<file path="src/rtl/handshake_packer_pkg.sv">
// handshake_packer_pkg: shared sizing and keep-mask helpers for the packer
package handshake_packer_pkg;

    localparam int KEEP_MAX = 256;

    function automatic int lane_bits(input int count);
        return (count > 2) ? $clog2(count) : 1;
    endfunction

    function automatic logic [KEEP_MAX-1:0] keep_mask(input int unsigned lane);
        return (KEEP_MAX'(2) << lane) - KEEP_MAX'(1);
    endfunction

endpackage

</file>
<file path="src/rtl/handshake_packer.sv">
// handshake_packer: packs PACK_COUNT narrow values into one registered wide word
module handshake_packer
    import handshake_packer_pkg::*;
#(
    parameter int VALUE_BITS = 8,
    parameter int PACK_COUNT = 4
) (
    input  logic                             clock,
    input  logic                             reset_n,
    input  logic [VALUE_BITS-1:0]            i_value,
    input  logic                             i_last,
    input  logic                             i_valid,
    output logic                             o_ready,
    output logic [VALUE_BITS*PACK_COUNT-1:0] o_value,
    output logic [PACK_COUNT-1:0]            o_keep,
    output logic                             o_last,
    output logic                             o_valid,
    input  logic                             i_ready
);

    localparam int LW = lane_bits(PACK_COUNT);
    localparam int WW = VALUE_BITS * PACK_COUNT;

    logic [LW-1:0] r_lane;
    logic [WW-1:0] r_acc;
    logic          w_accept;
    logic          w_complete;
    logic [WW-1:0] w_word;

    assign o_ready    = ~o_valid | i_ready;
    assign w_accept   = i_valid & o_ready;
    assign w_complete = w_accept & ((r_lane == LW'(PACK_COUNT - 1)) | i_last);

    // Completed word: stored lanes below the current lane, new value in it, zeros above
    always_comb begin
        w_word = '0;
        for (int k = 0; k < PACK_COUNT; k++) begin
            if (k < int'(r_lane))
                w_word[k*VALUE_BITS +: VALUE_BITS] = r_acc[k*VALUE_BITS +: VALUE_BITS];
            else if (k == int'(r_lane))
                w_word[k*VALUE_BITS +: VALUE_BITS] = i_value;
        end
    end

    // Accumulator and lane counter advance only on accepted values
    always_ff @(posedge clock or negedge reset_n) begin
        if (!reset_n) begin
            r_lane <= '0;
            r_acc  <= '0;
        end else if (w_complete) begin
            r_lane <= '0;
            r_acc  <= '0;
        end else if (w_accept) begin
            r_acc[r_lane*VALUE_BITS +: VALUE_BITS] <= i_value;
            r_lane <= r_lane + LW'(1);
        end
    end

    // Output register loads on a completing beat and drains on transfer
    always_ff @(posedge clock or negedge reset_n) begin
        if (!reset_n) begin
            o_value <= '0;
            o_keep  <= '0;
            o_last  <= 1'b0;
            o_valid <= 1'b0;
        end else if (w_complete) begin
            o_value <= w_word;
            o_keep  <= PACK_COUNT'(keep_mask(int'(r_lane)));
            o_last  <= i_last;
            o_valid <= 1'b1;
        end else if (o_ready) begin
            o_valid <= 1'b0;
        end
    end

endmodule

</file>
<file path="config.mk">
export PLATFORM = sky130hd
export DESIGN_NAME = handshake_packer
export DESIGN_NICKNAME = d
export VERILOG_FILES = /design/src/rtl/handshake_packer_pkg.sv /design/src/rtl/handshake_packer.sv
export SDC_FILE = /design/constraint.sdc
export NUM_CORES = 1
export LEC_CHECK = 0
export CORE_MARGIN = 2
export CORE_UTILIZATION = 40
export DETAILED_ROUTE_END_ITERATION = 8
export PLACE_DENSITY_LB_ADDON = 0.2
export SYNTH_ARGS = -nofsm -noshare
export SYNTH_HDL_FRONTEND = slang
export SYNTH_SLANG_ARGS = --single-unit
export TNS_END_PERCENT = 10
</file>
<file path="constraint.sdc">
create_clock -name clock -period 3.7 [get_ports clock]
set_input_delay 0.555 -clock clock [delete_from_list [all_inputs] [get_ports clock]]
set_output_delay 0.555 -clock clock [all_outputs]
set_load 0.01 [all_outputs]
</file>
==> results of run 1 <==
==> report_power, final <==
group,switching (uW),internal (uW),total [uW]
sequential,77.6,819,896
combinational,253,330,583
clock,261,236,497
==> path summary, 6_finish.rpt <==
| check | startpoint | end | slack, ps | cells after the start |
|---|---|---|---|---|
| setup reg to reg | r_lane[1] | o_value[1] | 910 | 5 |
| setup / recovery | r_lane[1] | o_value[1] | 910 | 5 |
| min in group clock | o_keep[0] | o_keep[0] | 460 | 1 |
| hold reg to reg | o_keep[0] | o_keep[0] | 460 | 1 |
| max in group asynchronous | reset_n | r_acc[15] | 2500 | 2 |
| hold / removal | reset_n | o_keep[0] | 350 | 1 |
==> flip-flops by register name (all words and copies together), names as in the netlist <==
signal / cells
o_value: 32
r_acc: 24
r_lane: 2
o_last: 1
o_valid: 1
o_keep: 4
==> through the flow <==
stage          cell area, sq um  hold WS [ps]  setup WS [ps]   util
2_1_floorplan              2830           259           1270      -
3_3_place_gp               3410           448            794  0.499
3_5_place_dp               3410           454            664  0.499
4_1_cts                    3560           381            870  0.521
5_1_grt                    3560           426            630  0.521
6_report                   3560           350            912  0.521
==> synthesized netlist by cell type, types with 3 or more instances <==
cell / count / area share
a22o_1: 32 / 0.099
buf_6: 3 / 0.012
clkbuf_1: 9 / 0.012
dfrtp_1: 64 / 0.57
ha_1: 5 / 0.022
inv_1: 3 / 0.0040
mux2_2: 31 / 0.12
nand2_1: 34 / 0.045
o21ai_0: 20 / 0.035
o311ai_1: 3 / 0.0093
==> layout make-up <==
class / count / area, sq um
Timing Repair Buffer: 56 / 543
Fill cell: 632 / 3270
Tap cell: 96 / 120
Inverter: 5 / 18.8
Clock buffer: 11 / 131
Clock inverter: 4 / 22.5
Sequential cell: 64 / 1600
Multi-Input combinational cell: 145 / 1120
==> worst max-delay path, stage by stage (launching register included) <==
cell and delay [ps]:
dfrtp_1 580, ha_1 310, nor2_1 250, or3_1 830, buf_4 340, mux2_2 350
==> logic make-up after synthesis <==
logic type / Yosys count / share of synthesized area
buffers and inverters: 19 / 0.0350
AO/OA/AOI/OAI: 57 / 0.149
adder cells (fa/ha/maj): 5 / 0.0221
XOR/XNOR: 1 / 0.00310
multiplexers: 33 / 0.132
flip-flops: 64 / 0.567
AND/OR/NAND/NOR: 49 / 0.0921
==> routing by layer <==
metal,wire [um],track usage
met4,34,0.0413
met2,2850,0.260
met5,0,0
met3,308,0.0622
met1,3010,0.262
==> cell usage in the layout, fill, tap and decap left out, drive strengths merged, types with 2 or more instances in the layout <==
cell | netlist | layout
dfrtp | 64 | 64
and3 | 2 | 2
o311ai | 3 | 3
nor2 | 2 | 2
mux2 | 33 | 33
o21ai | 20 | 20
a22o | 32 | 32
clkdlybuf4s50 | 0 | 50
inv | 4 | 4
clkinv | 1 | 4
ha | 5 | 5
buf | 5 | 6
nand4 | 2 | 2
nand2 | 34 | 34
clkbuf | 9 | 11
nand2b | 2 | 2
nor4 | 2 | 2
==> results by group, run 1 <==
Route
  – Number of search-and-repair iterations in the first detailed-routing pass: 4
  – Routed WL: 6200 um
  – Post-detailed-route count of antenna-violating nets: 0
  – Via-to-Cell Ratio: 5.07
  – WL/cell: 16.3 um
  – DR iter-0 viols: 104
  – Residual DRC: 0
  – Vias post-DR: 1931

CTS
  – Clock latency reported for the late side of the worst-skew pair: 340 ps
  – Root buffer cell: clkbuf_8
  – Worst-path clk slew: 70 ps
  – Cells resized by post-CTS repair: 0
  – Number of hold buffers added after CTS: 0
  – Postcts setup bufs: 0
  – Clock tree from TritonCTS: built
  – Inserted Clock Buffers: 9
  – Number of sinks on the clock net: 64
  – Maximum buffer depth of the clock tree: 2
  – Count of H-tree levels built during CTS: 3

Floorplan
  – Core region area: 0.00683 sq mm
  – Die area: 0.00775 sq mm
  – Die Y-Extent: 88.0 um
  – Effective utilization at floorplan: 0.414
  – Std-Cell Rows: 30
  – IO Pins: 52
  – Die extent in x: 88.0 um

Worst setup path
  – Required time of the worst setup path: 3920 ps
  – Crit Path Class: reg -> reg
  – WP data arrival: 3010 ps
  – Type of element capturing the critical path: flip-flop
  – CP startpoint kind: flip-flop
  – Highest net fanout along the worst path: 25

Yosys
  – Unique masters post-synth: 28
  – Synth Flop Type: dfrtp_1
  – Net Count, Synth: 246
  – Fraction of the yosys area taken by sequential cells: 0.567
  – Total standard cell area after synthesis: 0.00283 sq mm
  – Count of flip-flops with a built-in enable after synthesis: 0
  – Fraction of registers with async set or reset after synthesis: 1.00
  – Number of synthesized register bits: 64
  – Cell count after synthesis: 228
  – Post-synthesis average cell area: 12.4 sq um
  – Synthesis warning total: 0

Place
  – Post-placement cell count: 366
  – Number of buffers inserted by port buffering: 51
  – Weighted congestion at the end of routability-driven global placement: 0.770
  – Placed wire-length estimate: 3990 um

STA
  – Final sum of negative setup slack: 0 ps
  – Post-route clock period utilization: 0.754
  – Setup repair after global routing missed its margin: false
  – Tightest Pin Transition: 1060 ps
  – Total count of hold-check failures in the final report: 0
  – Clk_skew: 5.97 ps
  – Max-slew headroom: 0.285
  – Maximum operating frequency: 359 MHz
  – Final Max Tran Viols: 0
  – Shortest clock period the worst path allows after layout: 2790 ps
  – Number of failing setup endpoints in the final timing report: 0

Pwr
  – Lkg Pwr: 0.00160 uW
  – Power density relative to cell area: 555 mW/mm^2
  – Post-layout power: 1980 uW
  – Worst vdd rail ir drop: 0.258 mV

Run
  – Maximum Capacitance Violations: 0

Outcome
  – Outcome: completed

Global routing
  – Maximum number of pins on one net before global-route repair: 43
  – Vias in the first global route: 1888
  – Wire length of the first global-routing pass: 10200 um
  – Number of antenna violations at the first check in global routing: 0
  – Sum of overflow across all layers after global routing: 0
  – Total routing usage reported by global routing: 0.180

Final layout
  – Post-route insts no fill: 381
  – Layout overhead on the synthesized area: 26.1%
  – Antenna cell count: 0
  – Net count of the finished layout: 299
  – Ratio of cells with drive above 1 in the final layout: 0.193

Worst hold path
  – Worst Hold Class: in -> async
Power figures use the tool's default switching activity.
==> run 2, diff against run 1 <==
==> constraint.sdc (replaced) <==
create_clock -name clock -period 2.6 [get_ports clock]
set_input_delay 0.39 -clock clock [delete_from_list [all_inputs] [get_ports clock]]
set_output_delay 0.39 -clock clock [all_outputs]
set_load 0.01 [all_outputs]
==> run 2 against run 1 <==
Net effect:
- global-route usage is 0.20 points lower
- combinational power is 48% higher
- clock power is 77% higher
- critical endpoint is now r_acc[21]
==> results by group, run 2 (synthesis results as in run 1) <==
Outcome
  – Outcome: completed

Worst hold path
  – Worst Hold Class: in -> async

Floorplan
  – Die extent in x: 88.0 um (unchanged)
  – IO Pins: 52 (unchanged)
  – Die Y-Extent: 88.0 um (unchanged)
  – Effective utilization at floorplan: 0.414 (unchanged)
  – Core region area: 0.00683 sq mm (unchanged)
  – Die area: 0.00775 sq mm (unchanged)
  – Std-Cell Rows: 30 (unchanged)

Final layout
  – Layout overhead on the synthesized area: 28.9%
  – Largest register FFs: 32 (unchanged)
  – Antenna cell count: 0 (unchanged)
  – Ratio of cells with drive above 1 in the final layout: 0.204 (+0.0112)
  – Register ranked first by flip-flop count: o_value
  – Net count of the finished layout: 302 (+1.0%)
  – Commonest non-fill, non-tap cell in the layout: dfrtp_1
  – Finished Cell Area: 0.00364 sq mm (+2.2%)
  – Commonest non-fill, non-tap cells in the layout: dfrtp_1 (64), clkdlybuf4s50_1 (50), nand2_1 (34), a22o_1 (32), mux2_2 (31)
  – Largest regs: o_value (32), r_acc (24), o_keep (4)

STA
  – Post-route clock period utilization: 0.848 (+0.0948)
  – Setup repair after global routing missed its margin: false
  – Setup ws final: 394 ps (-518 ps)
  – Final sum of negative setup slack: 0 ps (unchanged)
  – Tightest Pin Transition: 1100 ps (+39.9 ps)
  – Maximum operating frequency: 453 MHz (+26%)
  – Shortest clock period the worst path allows after layout: 2210 ps (-582 ps)
  – Total count of hold-check failures in the final report: 0 (unchanged)
  – Clk_skew: 12.4 ps (+6.41 ps)
  – Final Max Tran Viols: 0 (unchanged)
  – Max-slew headroom: 0.258 (-0.0270)
  – Number of failing setup endpoints in the final timing report: 0 (unchanged)

Route
  – Routed WL: 6180 um (-0.29%)
  – Residual DRC: 0 (unchanged)
  – WL/cell: 16.1 um (-1.3%)
  – Post-detailed-route count of antenna-violating nets: 0 (unchanged)
  – Via-to-Cell Ratio: 5.09 (+0.45%)
  – Number of search-and-repair iterations in the first detailed-routing pass: 4 (unchanged)
  – Vias post-DR: 1960 (+1.5%)
  – DR iter-0 viols: 127 (+22%)

CTS
  – Worst-path clk slew: 70 ps (about the same)
  – Number of sinks on the clock net: 64 (unchanged)
  – Count of H-tree levels built during CTS: 3 (unchanged)
  – Clock tree from TritonCTS: built
  – Postcts setup bufs: 0 (unchanged)
  – Clock latency reported for the late side of the worst-skew pair: 340 ps (about the same)
  – Inserted Clock Buffers: 9 (unchanged)
  – Number of hold buffers added after CTS: 0 (unchanged)
  – Cells resized by post-CTS repair: 0 (unchanged)
  – Maximum buffer depth of the clock tree: 2 (unchanged)
  – Root buffer cell: clkbuf_8

Pwr
  – Worst vdd rail ir drop: 0.377 mV (+46%)
  – Power density relative to cell area: 822 mW/mm^2 (+48%)
  – Lkg Pwr: 0.00164 uW (+2.8%)

Place
  – Weighted congestion at the end of routability-driven global placement: 0.764 (-0.82%)
  – Dpl cell area: 0.00344 sq mm (+1.0%)
  – Placed wire-length estimate: 3770 um (-5.4%)
  – Number of buffers inserted by port buffering: 51 (unchanged)
  – Setup slack after placement: 380 ps (-284 ps)

Worst setup path
  – Buf/Inv on CP: 1 (unchanged)
  – Highest net fanout along the worst path: 10 (-60%)
  – Sequence of cells on the critical path: inv_1, ha_1, o311ai_1, a22o_1
  – WP data arrival: 2480 ps (-530 ps)
  – Kind of cell adding the most delay to the critical path: compound AO/OA/AOI/OAI gates
  – Startpoint of the lowest-slack register-to-register path: r_lane[0]
  – Timing startpoint of the critical path: r_lane[0]
  – CP startpoint kind: flip-flop
  – Required time of the worst setup path: 2870 ps (-1050 ps)
  – Crit Path Class: reg -> reg
  – Biggest cell delay along the critical path: 920 ps (+90 ps)
  – Type of element capturing the critical path: flip-flop
  – Slowest-stage cell, CP: o311ai_1

Global routing
  – Maximum number of pins on one net before global-route repair: 65 (+51%)
  – Sum of overflow across all layers after global routing: 0 (unchanged)
  – Vias in the first global route: 1953 (+3.4%)
  – Number of antenna violations at the first check in global routing: 0 (unchanged)
  – Wire length of the first global-routing pass: 10300 um (+0.95%)
  – Total routing usage reported by global routing: 0.178 (-0.00196)

Run
  – Maximum Capacitance Violations: 0 (unchanged)
run 2: worst paths after layout:
kind	slack, ps	endpoint	cells after the start
max	390	r_acc[21]	4
min	40	o_keep[0]	2
max reg2reg	390	r_acc[21]	4
min reg2reg	470	o_keep[0]	1
max in group asynchronous	2250	o_keep[1]	2
min in group clock	470	o_keep[0]	1
run 2: layout make-up:
type | instances | area, sq um
Sequential cell | 64 | 1600
Multi-Input combinational cell | 145 | 1120
Tap cell | 96 | 120
Inverter | 5 | 18.8
Fill cell | 635 | 3190
Timing Repair Buffer | 59 | 578
Clock inverter | 3 | 40.0
Clock buffer | 13 | 159
run 2: per-stage QoR:
| step | std cells | utilization | hold WS [ps] | total power (uW) |
|---|---|---|---|---|
| 2_1_floorplan | 228 | - | 94.4 | 1720 |
| 3_3_place_gp | 369 | 0.504 | 433 | 2130 |
| 3_5_place_dp | 369 | 0.504 | 434 | 2140 |
| 4_1_cts | 385 | 0.533 | 67.2 | 3020 |
| 5_1_grt | 385 | 0.533 | 80.1 | 3170 |
| 6_report | 385 | 0.533 | 44.5 | 2990 |
run 2: layer usage:
metal / wire length (um) / vias to the layer above / global-route usage / part of all wire
li1: - / 935 / - / -
met5: 0 / - / 0 / 0
met2: 2630 / 51 / 0.247 / 0.42
met1: 3190 / 964 / 0.268 / 0.52
met3: 272 / 10 / 0.0452 / 0.044
met4: 96 / 0 / 0.0661 / 0.016
run 2: where the power goes:
| part | internal [uW] | total [uW] | leakage, uW | switching (uW) |
|---|---|---|---|---|
| sequential | 1160 | 1250 | 0.000856 | 90.0 |
| clock | 493 | 878 | 0.000103 | 385 |
| combinational | 483 | 862 | 0.000684 | 379 |
| total | 2140 | 2990 | 0.00164 | 854 |
==> run 3, diff against run 2 <==
==> constraint.sdc (replaced) <==
create_clock -name clock -period 2.1 [get_ports clock]
set_input_delay 0.315 -clock clock [delete_from_list [all_inputs] [get_ports clock]]
set_output_delay 0.315 -clock clock [all_outputs]
set_load 0.01 [all_outputs]
==> run 3 against run 2 <==
Net effect:
- the flow now finishes with violations (negative hold slack)
- cell count rose by 2.1%
- register-to-register slack got worse by 260 ps
- routed wire length rose by 0.19%
- power rose by 26%
- setup slack got worse by 270 ps
- critical path depth did not move
- sequential share of layout area fell by 1.2 points
- clock skew fell by 8.1 ps
- via count rose by 3.0%
- utilization rose by 1.5 points
- clock power rose by 29%
- critical endpoint is now o_ready
- largest power group unchanged
==> results by group, run 3 (synthesis results as in run 1) <==
Route
  – Post-detailed-route count of antenna-violating nets: 0 (unchanged)
  – Number of search-and-repair iterations in the first detailed-routing pass: 4 (unchanged)
  – Vias post-DR: 2019 (+3.0%)
  – Routed WL: 6200 um (+0.19%)
  – DR iter-0 viols: 155 (+22%)
  – Via-to-Cell Ratio: 5.14 (+0.91%)
  – WL/cell: 15.8 um (-1.8%)
  – Residual DRC: 0 (unchanged)

Final layout
  – Antenna cell count: 0 (unchanged)
  – Commonest non-fill, non-tap cell in the layout: dfrtp_1
  – Ratio of cells with drive above 1 in the final layout: 0.239 (+0.0349)
  – Net count of the finished layout: 310 (+2.6%)
  – Register ranked first by flip-flop count: o_value
  – Commonest non-fill, non-tap cells in the layout: dfrtp_1 (64), clkdlybuf4s50_1 (50), nand2_1 (34), a22o_1 (32), mux2_2 (31)
  – Largest regs: o_value (32), r_acc (24), o_keep (4)
  – Layout overhead on the synthesized area: 32.5%
  – Largest register FFs: 32 (unchanged)
  – Final Util: 0.548 (+0.0148)

STA
  – Clk_skew: 4.30 ps (-8.08 ps)
  – Total count of hold-check failures in the final report: 8 (+8)
  – Shortest clock period the worst path allows after layout: 1980 ps
  – Maximum operating frequency: 506 MHz
  – Worst-case hold slack: -3.82 ps (-48.3 ps)
  – Final sum of negative setup slack: 0 ps (unchanged)
  – Setup repair after global routing missed its margin: false
  – Tightest Pin Transition: 669 ps (-427 ps)
  – Setup ws final: 124 ps (-271 ps)
  – Final Max Tran Viols: 0 (unchanged)
  – Number of failing setup endpoints in the final timing report: 0 (unchanged)
  – Max-slew headroom: 0.553 (+0.295)
  – Post-route clock period utilization: 0.941

Floorplan
  – Die extent in x: 88.0 um (unchanged)
  – Die Y-Extent: 88.0 um (unchanged)
  – IO Pins: 52 (unchanged)
  – Core region area: 0.00683 sq mm (unchanged)
  – Die area: 0.00775 sq mm (unchanged)
  – Effective utilization at floorplan: 0.414 (unchanged)
  – Std-Cell Rows: 30 (unchanged)

Global routing
  – Sum of overflow across all layers after global routing: 0 (unchanged)
  – Maximum number of pins on one net before global-route repair: 28 (-57%)
  – Vias in the first global route: 2023 (+3.6%)
  – Wire length of the first global-routing pass: 10300 um (-0.53%)
  – Total routing usage reported by global routing: 0.178 (+0.000700)
  – Number of antenna violations at the first check in global routing: 0 (unchanged)

Place
  – Setup slack after placement: 10.6 ps (-370 ps)
  – Number of buffers inserted by port buffering: 51 (unchanged)
  – Placed wire-length estimate: 4210 um (+12%)
  – Weighted congestion at the end of routability-driven global placement: 0.819 (+7.3%)

Run
  – Maximum Capacitance Violations: 0 (unchanged)

Worst setup path
  – Most used cell, CP: clkdlybuf4s50_1
  – WP data arrival: 1660 ps (-820 ps)
  – Required time of the worst setup path: 1780 ps (-1090 ps)
  – Crit Path Class: in -> out
  – Slowest-stage cell, CP: clkdlybuf4s50_1
  – Sequence of cells on the critical path: clkdlybuf4s50_1, and2b_4, clkinv_1, clkdlybuf4s50_1
  – CP startpoint kind: primary input
  – Type of element capturing the critical path: output pin
  – Highest net fanout along the worst path: 6 (-4)
  – Biggest cell delay along the critical path: 500 ps (-420 ps)

CTS
  – Number of hold buffers added after CTS: 0 (unchanged)
  – Clock latency reported for the late side of the worst-skew pair: 340 ps (about the same)
  – Number of sinks on the clock net: 64 (unchanged)
  – Maximum buffer depth of the clock tree: 2 (unchanged)
  – Count of H-tree levels built during CTS: 3 (unchanged)
  – Worst-path clk slew: 70 ps (about the same)
  – Inserted Clock Buffers: 9 (unchanged)
  – Clock tree from TritonCTS: built
  – Cells resized by post-CTS repair: 0 (unchanged)
  – Root buffer cell: clkbuf_8
  – Postcts setup bufs: 0 (unchanged)

Worst hold path
  – Worst Hold Class: in -> async

Pwr
  – Post-layout power: 3770 uW (+26%)
  – Worst vdd rail ir drop: 0.540 mV (+43%)
  – Lkg Pwr: 0.00170 uW (+3.1%)
  – Power density relative to cell area: 1010 mW/mm^2 (+23%)

Outcome
  – Violated checks: negative hold slack
  – Outcome: complete, but fails checks
run 3: changes by cell type in the layout (fill, tap and decap cells not counted), sizes merged:
cell,delta
clkinv,-1
clkbuf,+1
buf,+8
run 3: path summary, 6_finish.rpt:
path	from	to	slack, ps	cells past startpoint
worst min register to register	o_keep[0]	o_keep[0]	460	1
worst max-delay path	i_ready	o_ready	120	4
worst min-delay path	reset_n	o_value[23]	-4	1
worst max register to register	r_lane[0]	r_acc[17]	130	6
min in group clock	o_keep[0]	o_keep[0]	460	1
max in group asynchronous	reset_n	o_value[0]	1440	2
run 3: worst max-delay path, delay by kind of cell:
kind | cells | cell delay [ps]
buf+inv | 3 | 1030
simple gates | 1 | 320
run 3: stage by stage:
stage               area, sq um  cells
CTS                        3720    393
floorplan                  2850    228
global route               3740    393
global placement           3500    377
finish                     3740    393
detailed placement         3500    377
run 3: final cells by class:
type | instances | area, sq um
clock inverter | 2 | 35.0
clock buffer | 14 | 183
inverter | 5 | 18.8
multi-input combinational | 145 | 1150
sequential | 64 | 1600
fill | 598 | 3090
tap | 96 | 120
timing repair buffer | 67 | 638
run 3: metal layers:
layer | part of all wire | global-route usage
met3 | 0.054 | 0.0537
met4 | 0.011 | 0.0689
met1 | 0.47 | 0.244
met2 | 0.46 | 0.269
met5 | 0 | 0
run 3: report_power, final:
part / total, uW / switching, uW / leakage (uW) / internal (uW)
combinational: 1090 / 475 / 0.000726 / 613
clock: 1130 / 455 / 0.000113 / 677
sequential: 1550 / 112 / 0.000856 / 1440
